<file path="src/rtl/spi_reg_ctrl.sv">
// Byte-level command/data framer behind an SPI slave: owns a small register file,
// sequences auto-incrementing writes and reads, and supplies the next transmit byte.
module spi_reg_ctrl #(
  parameter int unsigned NUM_REGS = 8,
  parameter logic [7:0]  ID_VALUE = 8'hA5
) (
  input  logic                  clk_i,
  input  logic                  rst_ni,
  input  logic                  ss_active_i,
  input  logic [7:0]            rx_data_i,
  input  logic                  rx_done_i,
  output logic [7:0]            tx_data_o,
  output logic                  tx_load_o,
  output logic                  wr_en_o,
  output logic [3:0]            wr_addr_o,
  output logic [7:0]            wr_data_o,
  output logic [NUM_REGS*8-1:0] regs_out_o,
  output logic                  busy_o,
  output logic                  addr_err_o
);

  typedef enum logic [1:0] {StIdle, StCmd, StWdata, StRdata} state_e;

  localparam logic [4:0] NumRegsW = 5'(NUM_REGS);
  localparam logic [3:0] LastAddr = 4'(NUM_REGS - 1);

  state_e state_q, state_d;

  logic [3:0] addr_q, addr_d;
  logic [7:0] tx_data_q, tx_data_d;
  logic       tx_load_q, tx_load_d;
  logic       wr_en_q, wr_en_d;
  logic [3:0] wr_addr_q, wr_addr_d;
  logic [7:0] wr_data_q, wr_data_d;
  logic       addr_err_q, addr_err_d;

  // Register 0 is the constant ID, so only 1..NUM_REGS-1 need storage.
  logic [7:0] regs_q [NUM_REGS-1:1];

  logic       byte_valid;
  logic       reg_we;
  logic [3:0] addr_adv;
  logic [3:0] rd_addr;
  logic [7:0] rd_byte;

  function automatic logic in_range(input logic [3:0] a);
    return {1'b0, a} < NumRegsW;
  endfunction

  // A dropping chip-select discards any byte completing in the same cycle.
  assign byte_valid = ss_active_i & rx_done_i;

  // State register
  always_ff @(posedge clk_i or negedge rst_ni) begin
    if (!rst_ni) begin
      state_q <= StIdle;
    end else begin
      state_q <= state_d;
    end
  end

  // Next-state logic
  always_comb begin
    state_d = state_q;
    if (!ss_active_i) begin
      state_d = StIdle;
    end else begin
      unique case (state_q)
        StIdle:  state_d = StCmd;
        StCmd:   if (rx_done_i) state_d = rx_data_i[7] ? StWdata : StRdata;
        StWdata: state_d = StWdata;
        StRdata: state_d = StRdata;
        default: state_d = StIdle;
      endcase
    end
  end

  // Out-of-range pointers hold so the rest of the frame stays harmless.
  always_comb begin
    addr_adv = addr_q;
    if (in_range(addr_q)) begin
      addr_adv = (addr_q == LastAddr) ? 4'h0 : addr_q + 4'h1;
    end
    rd_addr = (state_q == StCmd) ? rx_data_i[3:0] : addr_adv;
  end

  always_comb begin
    rd_byte = 8'h00;
    if (rd_addr == 4'h0) begin
      rd_byte = ID_VALUE;
    end
    for (int unsigned i = 1; i < NUM_REGS; i++) begin
      if (rd_addr == 4'(i)) rd_byte = regs_q[i];
    end
  end

  // Output / datapath next-state logic
  always_comb begin
    addr_d     = addr_q;
    tx_data_d  = tx_data_q;
    tx_load_d  = 1'b0;
    wr_en_d    = 1'b0;
    wr_addr_d  = wr_addr_q;
    wr_data_d  = wr_data_q;
    addr_err_d = 1'b0;
    reg_we     = 1'b0;
    if (byte_valid) begin
      unique case (state_q)
        StCmd: begin
          addr_d     = rx_data_i[3:0];
          addr_err_d = !in_range(rx_data_i[3:0]);
          if (!rx_data_i[7]) begin
            tx_data_d = rd_byte;
            tx_load_d = 1'b1;
          end
        end
        StWdata: begin
          if (in_range(addr_q) && (addr_q != 4'h0)) begin
            reg_we    = 1'b1;
            wr_en_d   = 1'b1;
            wr_addr_d = addr_q;
            wr_data_d = rx_data_i;
          end
          addr_d = addr_adv;
        end
        StRdata: begin
          addr_d    = addr_adv;
          tx_data_d = rd_byte;
          tx_load_d = 1'b1;
        end
        default: ;
      endcase
    end
  end

  always_ff @(posedge clk_i or negedge rst_ni) begin
    if (!rst_ni) begin
      addr_q     <= 4'h0;
      tx_data_q  <= 8'h00;
      tx_load_q  <= 1'b0;
      wr_en_q    <= 1'b0;
      wr_addr_q  <= 4'h0;
      wr_data_q  <= 8'h00;
      addr_err_q <= 1'b0;
    end else begin
      addr_q     <= addr_d;
      tx_data_q  <= tx_data_d;
      tx_load_q  <= tx_load_d;
      wr_en_q    <= wr_en_d;
      wr_addr_q  <= wr_addr_d;
      wr_data_q  <= wr_data_d;
      addr_err_q <= addr_err_d;
    end
  end

  always_ff @(posedge clk_i or negedge rst_ni) begin
    if (!rst_ni) begin
      for (int unsigned i = 1; i < NUM_REGS; i++) begin
        regs_q[i] <= 8'h00;
      end
    end else begin
      for (int unsigned i = 1; i < NUM_REGS; i++) begin
        if (reg_we && (addr_q == 4'(i))) regs_q[i] <= rx_data_i;
      end
    end
  end

  always_comb begin
    regs_out_o      = '0;
    regs_out_o[7:0] = ID_VALUE;
    for (int unsigned i = 1; i < NUM_REGS; i++) begin
      regs_out_o[8*i +: 8] = regs_q[i];
    end
  end

  assign tx_data_o  = tx_data_q;
  assign tx_load_o  = tx_load_q;
  assign wr_en_o    = wr_en_q;
  assign wr_addr_o  = wr_addr_q;
  assign wr_data_o  = wr_data_q;
  assign addr_err_o = addr_err_q;
  assign busy_o     = (state_q != StIdle);

endmodule

</file>
<file path="config.mk">
export PLATFORM = sky130hd
export DESIGN_NAME = spi_reg_ctrl
export DESIGN_NICKNAME = d
export VERILOG_FILES = /design/src/rtl/spi_reg_ctrl.sv
export SDC_FILE = /design/constraint.sdc
export NUM_CORES = 1
export LEC_CHECK = 0
export CAP_MARGIN = 5
export CORE_UTILIZATION = 54
export DETAILED_ROUTE_END_ITERATION = 16
export GPL_ROUTABILITY_DRIVEN = 1
export PLACE_DENSITY = 0.86
export RECOVER_POWER = 50
export REMOVE_ABC_BUFFERS = 1
export SYNTH_ARGS = -nofsm -noshare
export SYNTH_HDL_FRONTEND = slang
export SYNTH_SLANG_ARGS = --single-unit
</file>
<file path="constraint.sdc">
create_clock -name clk_i -period 3.9 [get_ports clk_i]
set_input_delay 0.585 -clock clk_i [delete_from_list [all_inputs] [get_ports clk_i]]
set_output_delay 0.585 -clock clk_i [all_outputs]
set_load 0.03 [all_outputs]
</file>
Word-level counts from Yosys, hierarchy flattened:

Cells that the tools add are included.

* muxes and demuxes: 26
* bitwise logic cells: 1
* eq/ne operators: 19
* magnitude comparators: 2
* reductions and logical operators: 19
* add/subtract/negate cells: 1

Operators with widths (number)
* $mux 8: 9
* $eq 4x3->1 const B: 8
* $eq 4x2->1 const B: 4
* $pmux 8 s2: 1
* $mux 4: 3
* $eq 4x1->1 const B: 2
* $logic_and 1x1->1: 8
* $lt 4x4->1 const B: 2
* $mux 1: 8
* $pmux 2 s4: 1
* $pmux 4 s2: 1
* $reduce_and 3->1: 2
* $reduce_bool 2->1: 3
* $add 4x1->4 const B: 1
* $eq 2x2->1 const B: 2
* $logic_not 4->1: 1
* $mux 2: 2
* $reduce_bool 4->1: 1
* $ne 3x3->1 const B: 1
* $eq 2x1->1 const B: 1
* $logic_not 2->1: 1
* $ne 2x2->1 const B: 1
* $pmux 1 s2: 1
* $reduce_and 2->1: 1
* other kinds (3): 3

* flip-flop bits (word level): 85
* logic and storage cells: 83

Depth between registers and ports, before layout:

Gate-level depths: netlist of run 1.

* depth after elaboration: 15
* gate-level depth with buffers: 9

Worst setup path before layout of run 1:

No wires, ideal clock.

* path kind: reg-to-reg
* from: register addr_q[0]
* to: register tx_data_q[7], in the netlist tx_data_o[7]
* period minus slack after synthesis: 2310 ps
* required time: 3769 ps
* cell stages (with the launch flop): 10
* path buffers: 1
* slack: 1590 ps
* arrival time: 2180 ps
* cells stage by stage: dfrtp_1 inv_1 ha_1 mux2_2 o21a_2 buf_6 o31ai_1 a22oi_1 a221oi_1 nor3_1

* longest elaborated chain between the ends: 15
* elaborated cells between the ends (all ways): 24

RTL lines
* from (decl): line 29 `logic [3:0] addr_q, addr_d;`
* from (signal assigned): line 146 `addr_q <= addr_d;`
* $add 4x1->4 / $eq 4x3->1 (equally long branches): line 82 `addr_adv = (addr_q == LastAddr) ? 4'h0 : addr_q + 4'h1;`
* $mux 4: line 82
* $mux 4 (*): line 81 `if (in_range(addr_q)) begin`
* $mux 4 (*): line 84 `rd_addr = (state_q == StCmd) ? rx_data_i[3:0] : addr_adv;`
* $logic_not 4->1: line 89 `if (rd_addr == 4'h0) begin`
* $mux 8: line 89
* $mux 8 (6 in series): line 93 `if (rd_addr == 4'(i)) rd_byte = regs_q[i];`
* $mux 8 (*): line 93
* $mux 8: line 112 `if (!rx_data_i[7]) begin`
* $pmux 8 s2 (*): line 108 `unique case (state_q)`
* to (signal assigned): line 147 `tx_data_q <= tx_data_d;`
* to (decl): line 30 `logic [7:0] tx_data_q, tx_data_d;`

Every way passes the cells marked *; elsewhere a longest branch is shown, timed or not. The select of a mux whose other input is x is not followed.
A chain may end at the register's enable or synchronous reset.

Final worst setup path of run 1:

* from: input port rx_done_i
* to: register regs_q, in the netlist regs_out_o[31]

* longest elaborated chain between the ends: 3

RTL lines
* from (decl): line 11 `input logic rx_done_i,`
* $and 1x1->1: line 51 `assign byte_valid = ss_active_i & rx_done_i;`
* $mux 1: line 107 `if (byte_valid) begin`
* $logic_and 1x1->1: line 163 `if (reg_we && (addr_q == 4'(i))) regs_q[i] <= rx_data_i;`
* to (signal, indexed assignment): line 163
* to (decl): line 38 `logic [7:0] regs_q [NUM_REGS-1:1];`

Every way passes these cells.

==> results of run 1 <==
-- path summary, 6_finish.rpt --
| kind | startpoint | to | slack, ns | depth (start not counted) |
|---|---|---|---|---|
| min | wr_addr_o[3] | wr_addr_o[3] | 0.50 | 1 |
| max reg2reg | addr_q[0] | tx_data_o[2] | 0.90 | 7 |
| min in group asynchronous | rst_ni | wr_en_o | 0.81 | 1 |
| max | rx_done_i | regs_out_o[31] | 0.81 | 7 |
| min reg2reg | wr_addr_o[3] | wr_addr_o[3] | 0.50 | 1 |
| max in group asynchronous | rst_ni | regs_out_o[42] | 1.90 | 1 |
-- power by group through the flow --
| stage | clock network [mW] | registers, mW | logic [mW] |
|---|---|---|---|
| after floorplan | 0 | 1.24 | 0.281 |
| after global routing | 0.625 | 1.08 | 0.784 |
| after CTS | 0.590 | 1.07 | 0.759 |
| after detailed placement | 0 | 1.08 | 0.752 |
| after global placement | 0 | 1.08 | 0.731 |
| final | 0.586 | 1.07 | 0.736 |
-- synth_stat cells, types with 5 or more instances --
library cell / count
mux2i_1: 5
o31ai_1: 6
nor3_1: 7
inv_1: 9
nor2_1: 13
a21oi_1: 10
nand2_1: 15
buf_4: 9
dfrtp_1: 85
mux2_2: 44
mux2_1: 24
o21ai_0: 13
clkbuf_1: 7
-- sequential cells by signal, summed over array words and instances, names as in the netlist --
signal	cells
tx_load_o	1
state_q	2
regs_out_o	56
addr_err_o	1
wr_addr_o	4
wr_en_o	1
wr_data_o	8
tx_data_o	8
addr_q	4
-- area by class of cell --
class	count	area, µm²
clock inverters	6	48.80
clock buffers	10	137.6
well taps	99	123.9
fillers	515	2107
multi-input cells	223	1828
repair buffers	94	920.9
inverters	10	37.54
flip-flops and latches	85	2127
-- through the flow --
stage / util (%) / setup WS [ns] / std cells / hold slack [ns]
6_report: 71.26 / 0.8139 / 527 / 0.5017
5_1_grt: 71.26 / 0.6036 / 527 / 0.5240
4_1_cts: 71.65 / 0.9101 / 527 / 0.4335
3_5_place_dp: 69.11 / 0.8607 / 511 / 0.4875
3_3_place_gp: 69.11 / 0.9671 / 511 / 0.4837
2_1_floorplan: - / 1.511 / 318 / 0.2894
-- critical path: stages --
cell and delay [ns]:
dlygate4sd3_1 0.61, nand2_1 0.22, a2111oi_0 0.43, clkbuf_1 0.63, and2_2 0.32, nand2_2 0.16
mux2_1 0.37
-- per-layer routing --
metal  wire (µm)  part of all wire, %  vias to the layer above  track usage, %
li1            -                    -                     1394               -
met1        4468                   41                     1572           38.84
met2        5158                   48                      219           44.49
met3         851                  7.9                       39           5.393
met4         300                  2.8                        0           11.40
met5           0                    0                        -               0
-- cell families (layout without fill, tap and decap cells) --
family	count (synthesis)	after routing	share of synthesized area, %
xor+xnor	3	3	0.9957
fa+ha+maj	4	4	1.207
compound gates	72	72	13.03
simple gates	63	63	8.900
buf+inv	34	120	4.736
mux	73	73	19.67
flops	85	85	51.28
other cells	2	8	0.1811
==> summary.txt, run 1 <==
STA
  – Setup Skew: around 0.011 ns
  – Setup TNS: 0 ns
  – RSZ-0062 raised after global routing: no
  – Worst-Margin Slew: 2.057 ns
  – Slew HR: -37.12%
  – Hold Vio Cnt, Final: 0
  – Final setup violation count: 0
  – Min Tclk post-route: 3.086 ns
  – Max frequency: roughly 0.32 GHz
  – Final period util: about four fifths
  – Fin. max-slew vios: 86

Pwr
  – Switch share: 36.68%
  – Clock power frac: between 20% and 30%
  – Internal power: around 1.5 mW
  – Leakage: 2.456 nW
  – Comb power frac: a little under a third
  – IR drop worst, VDD: between 200 and 300 µV
  – Switching Power: approximately 0.88 mW
  – Seq pwr share: 44.7%
  – Power density over the cells: around 460 nW/µm²
  – Final Power: between 2 and 2.5 mW

CTS
  – Total CTS buffers: 9
  – CTS root buffer: clkbuf_8
  – Max Root-Sink Buffers: 2
  – CTS tree: built
  – Clk sinks: 85
  – Max H-tree Level: 3
  – PostCTS Resize Cnt: 0
  – Hold_buf cts: 0
  – CTS clk-pin slew, worst paths: about 0.09 ns
  – Worst-Skew Late Latency: 0.36 ns
  – Post-CTS Setup Bufs: 0

Critical path
  – Worst EP arrival: approximately 3.3 ns
  – Startpoint types: input port
  – Crit path kind: in2reg
  – Worst Setup End Kind: flop
  – CP max FO: 14
  – Worst path required time: around 4.1 ns

Global routing
  – First-pass GRT wire length: about 17000 µm
  – GR Overflow Total: 0
  – Initial antenna violation count: 0
  – Total GRT Usage: between 20% and 30%
  – Number of global-route vias before repair: 3125
  – Largest net degree at the start of global routing: 86

Finish
  – Commonest cells after routing, fill and taps aside: dfrtp_1 (85), clkdlybuf4s50_1 (59), mux2_2 (44)
  – Design area: roughly 5200 µm²
  – NumNets Final: roughly 440
  – Number of inserted diodes: 0
  – Share of post-route cells with drive strength above 1: about 18%
  – Most common cell after layout, fill and taps aside: dfrtp_1
  – P&R area growth vs syn: 25.94%

Run
  – Max-Cap Viols: 1

Outcome
  – Status: finished, violations left
  – Failing checks: capacitance limit, slew limit

Synthesis
  – Yosys top cell area share: slightly above 50%
  – Syn Std Cell Area: ~4100 µm²
  – Synthesis Warnings: 0
  – Sequential area share after synthesis: 51.28%
  – Distinct cells, synth: 60
  – EDFF count, synth: 0
  – Main synth FF type: dfrtp_1
  – FFs w/ async S/R, synth: between 90% and 100%
  – Synthesized flop and latch total: between 80 and 90
  – Syn avg cell area: between 10 and 15 µm²
  – Synth area leaders: dfrtp_1 (51%), mux2_2 (12%), mux2_1 (6.5%)
  – Synth Instances: between 300 and 400
  – Cell taking the most area after synthesis: dfrtp_1

Die
  – Initial Util: 56.58%
  – Die X: between 80 and 90 µm
  – Core Region: between 7000 and 8000 µm²
  – Die Y: around 90 µm
  – Die Area: 8035 µm²
  – IO Count: 100
  – Number of core rows: 31

Drt
  – WL final: 10780 µm
  – Vias/cell: roughly 6.1
  – Avg WL per Cell: 20.45 µm
  – Detailed-route via count: roughly 3200
  – Initial DRT Pass Iterations: 5
  – 1st-iter DRT viols: approximately 370
  – Routed Antenna Nets: 0
  – DRC viols: 0

Placed design
  – Gpl congestion: approximately 0.85
  – Port Buf Inserts: 91
  – Post-DP HPWL: 7397 µm
  – Dpl cell area: about 5000 µm²

Hold path
  – Hold Crit Class: reg2reg
No activity file was read; power rests on OpenSTA's default activity.
==> inputs of run 2 (changes only) <==
--- a/config.mk
+++ b/config.mk
@@ -6,10 +6,10 @@
 export NUM_CORES = 1
 export LEC_CHECK = 0
 export CAP_MARGIN = 5
-export CORE_UTILIZATION = 54
+export CORE_UTILIZATION = 50
 export DETAILED_ROUTE_END_ITERATION = 16
 export GPL_ROUTABILITY_DRIVEN = 1
-export PLACE_DENSITY = 0.86
+export PLACE_DENSITY = 0.8
 export RECOVER_POWER = 50
 export REMOVE_ABC_BUFFERS = 1
 export SYNTH_ARGS = -nofsm -noshare
==> constraint.sdc (replaced) <==
create_clock -name clk_i -period 3.24 [get_ports clk_i]
set_input_delay 0.486 -clock clk_i [delete_from_list [all_inputs] [get_ports clk_i]]
set_output_delay 0.486 -clock clk_i [all_outputs]
set_load 0.03 [all_outputs]
==> run 2 against run 1 <==
Effect of this change:
- the run still ends with capacitance limit, slew limit left
- worst hold slack worse by 0.0086 ns
- sequential share of layout area down 0.34 points
- clock skew up 0.0036 ns
- global-route usage down 2.5 points
- final area up 0.84%
- final cell count up 1.9%
- flip-flop and latch count unchanged
- critical path depth down 2
- count of clock-buffer cells in the layout unchanged
- total power up 20%
- combinational power up 23%
- register-to-register slack worse by 0.45 ns
- largest power group unchanged
==> summary.txt, run 2 (same netlist as run 1, synthesis figures left out) <==
Outcome
  – Status: finished, violations left
  – Failing checks: capacitance limit, slew limit

CTS
  – Max H-tree Level: 3
  – Total CTS buffers: 9
  – CTS tree: built
  – PostCTS Resize Cnt: 0
  – Worst-Skew Late Latency: approximately 0.36 ns
  – Hold_buf cts: 0
  – CTS root buffer: clkbuf_8
  – Clk sinks: 85
  – Max Root-Sink Buffers: 2
  – Post-CTS Setup Bufs: 0
  – CTS clk-pin slew, worst paths: 0.09 ns

Global routing
  – Total GRT Usage: roughly a quarter
  – Largest net degree at the start of global routing: 86
  – Initial antenna violation count: 0
  – First-pass GRT wire length: approximately 17000 µm
  – Number of global-route vias before repair: around 3100
  – GR Overflow Total: 0

Critical path
  – Crit path kind: reg2reg
  – Worst-case reg-to-reg path depth: 5
  – Worst Setup End Kind: flop
  – CP max FO: 18
  – Worst EP arrival: ~3 ns
  – Startpoint types: flop
  – Worst path required time: between 3 and 4 ns

Drt
  – 1st-iter DRT viols: ~220
  – Met2 WL: just over 5000 µm
  – Wl on met1: between 4000 and 5000 µm
  – Highest Signal Layer: met4
  – Avg WL per Cell: slightly below 20 µm
  – DRC viols: 0
  – Detailed-route via count: 3144
  – Routed Antenna Nets: 0
  – Initial DRT Pass Iterations: 5
  – Vias/cell: 5.855
  – Met3 WL: about 530 µm
  – WL final: 10490 µm

Die
  – Number of core rows: 32
  – Core Region: roughly 8000 µm²
  – Die X: between 90 and 100 µm
  – Die Y: between 90 and 100 µm
  – Die Area: 8664 µm²
  – Initial Util: a little over half
  – IO Count: 100

Finish
  – Filler Cell Count: 599
  – Multi-input gate area: about 1800 µm²
  – Largest register FFs: 56
  – Share of post-route cells with drive strength above 1: a little under a fifth
  – FF+latch area: 2127 µm²
  – Non-Filler Instances: roughly 540
  – P&R area growth vs syn: 27.00%
  – NumNets Final: 446
  – Final core utilization: 66.78%
  – Most common cell after layout, fill and taps aside: dfrtp_1
  – Number of inserted diodes: 0
  – Commonest cells after routing, fill and taps aside: dfrtp_1 (85), clkdlybuf4s50_1 (58), mux2_2 (44)

STA
  – Slew HR: -36.35%
  – RSZ-0062 raised after global routing: no
  – Setup Skew: between 0.01 and 0.015 ns
  – Hold Vio Cnt, Final: 0
  – Min Tclk post-route: around 2.8 ns
  – Final period util: 86.02%
  – Final setup violation count: 0
  – Max frequency: between 0.3 and 0.4 GHz
  – Fin. max-slew vios: 86
  – Worst-Margin Slew: around 2.0 ns
  – Setup TNS: 0 ns

Pwr
  – Leakage: ~2.5 nW
  – Power density over the cells: ~540 nW/µm²
  – IR drop worst, VDD: 340.5 µV

Placed design
  – Post-DP HPWL: approximately 7600 µm
  – Placed cell count: about 520
  – Port Buf Inserts: between 90 and 100
  – Gpl congestion: around 0.84

Run
  – Max-Cap Viols: 1

Hold path
  – Worst hold path depth: 2
  – Hold Crit Class: reg2reg
## run 2: cell types whose count changed in the layout (fill, tap and decap cells not counted), sizes merged
cell and change:
buf +7, clkinv -5, inv +3, clkinvlp +2, clkdlybuf4s50 -1, dlygate4sd3 +1
## run 2: area by class of cell
| cell class | instances | share of cell area, % |
|---|---|---|
| repair buffers | 101 | 18.48 |
| inverters | 10 | 0.7126 |
| multi-input cells | 223 | 34.70 |
| well taps | 102 | 2.423 |
| flip-flops and latches | 85 | 40.38 |
| clock inverters | 6 | 0.8789 |
| clock buffers | 10 | 2.423 |
## run 2: stage by stage
stage	instance area (µm²)	power, mW	hold slack (ns)	setup WS, ns
global route	5268	2.988	0.5147	0.2522
finish	5268	2.863	0.4931	0.4528
CTS	5296	2.912	0.3574	0.4733
floorplan	4011	1.829	0.1904	0.8506
detailed placement	5122	2.234	0.4830	0.4565
global placement	5122	2.209	0.4777	0.5252
## run 2: report_power, final
part           switching (mW)  total (mW)  internal, mW
logic                   0.555       0.908         0.353
clock network           0.395       0.681         0.286
registers              0.0991        1.27          1.17
total                    1.05        2.86          1.81
## run 2: final timing paths
kind,from,to,slack [ns]
setup / recovery,state_q[1],tx_data_o[2],0.45
hold / removal,tx_data_o[5],tx_data_o[5],0.49
setup reg to reg,state_q[1],tx_data_o[2],0.45
hold reg to reg,tx_data_o[5],tx_data_o[5],0.49
max in group asynchronous,rst_ni,addr_q[2],1.32
min in group asynchronous,rst_ni,state_q[0],0.68
## run 2: worst max-delay path: stages, from the launching register on
cell and delay (ns):
dfrtp_1 0.58, nor2b_1 0.65, o21a_1 0.57, nor3_1 0.17
a2111oi_0 0.56, o31ai_1 0.14
## run 2: metal layers
layer / global-route usage, % / vias to the layer above
li1: - / 1410
met2: 40.32 / 125
met4: 8.462 / 0
met5: 0 / -
met3: 3.659 / 11
met1: 37.05 / 1598
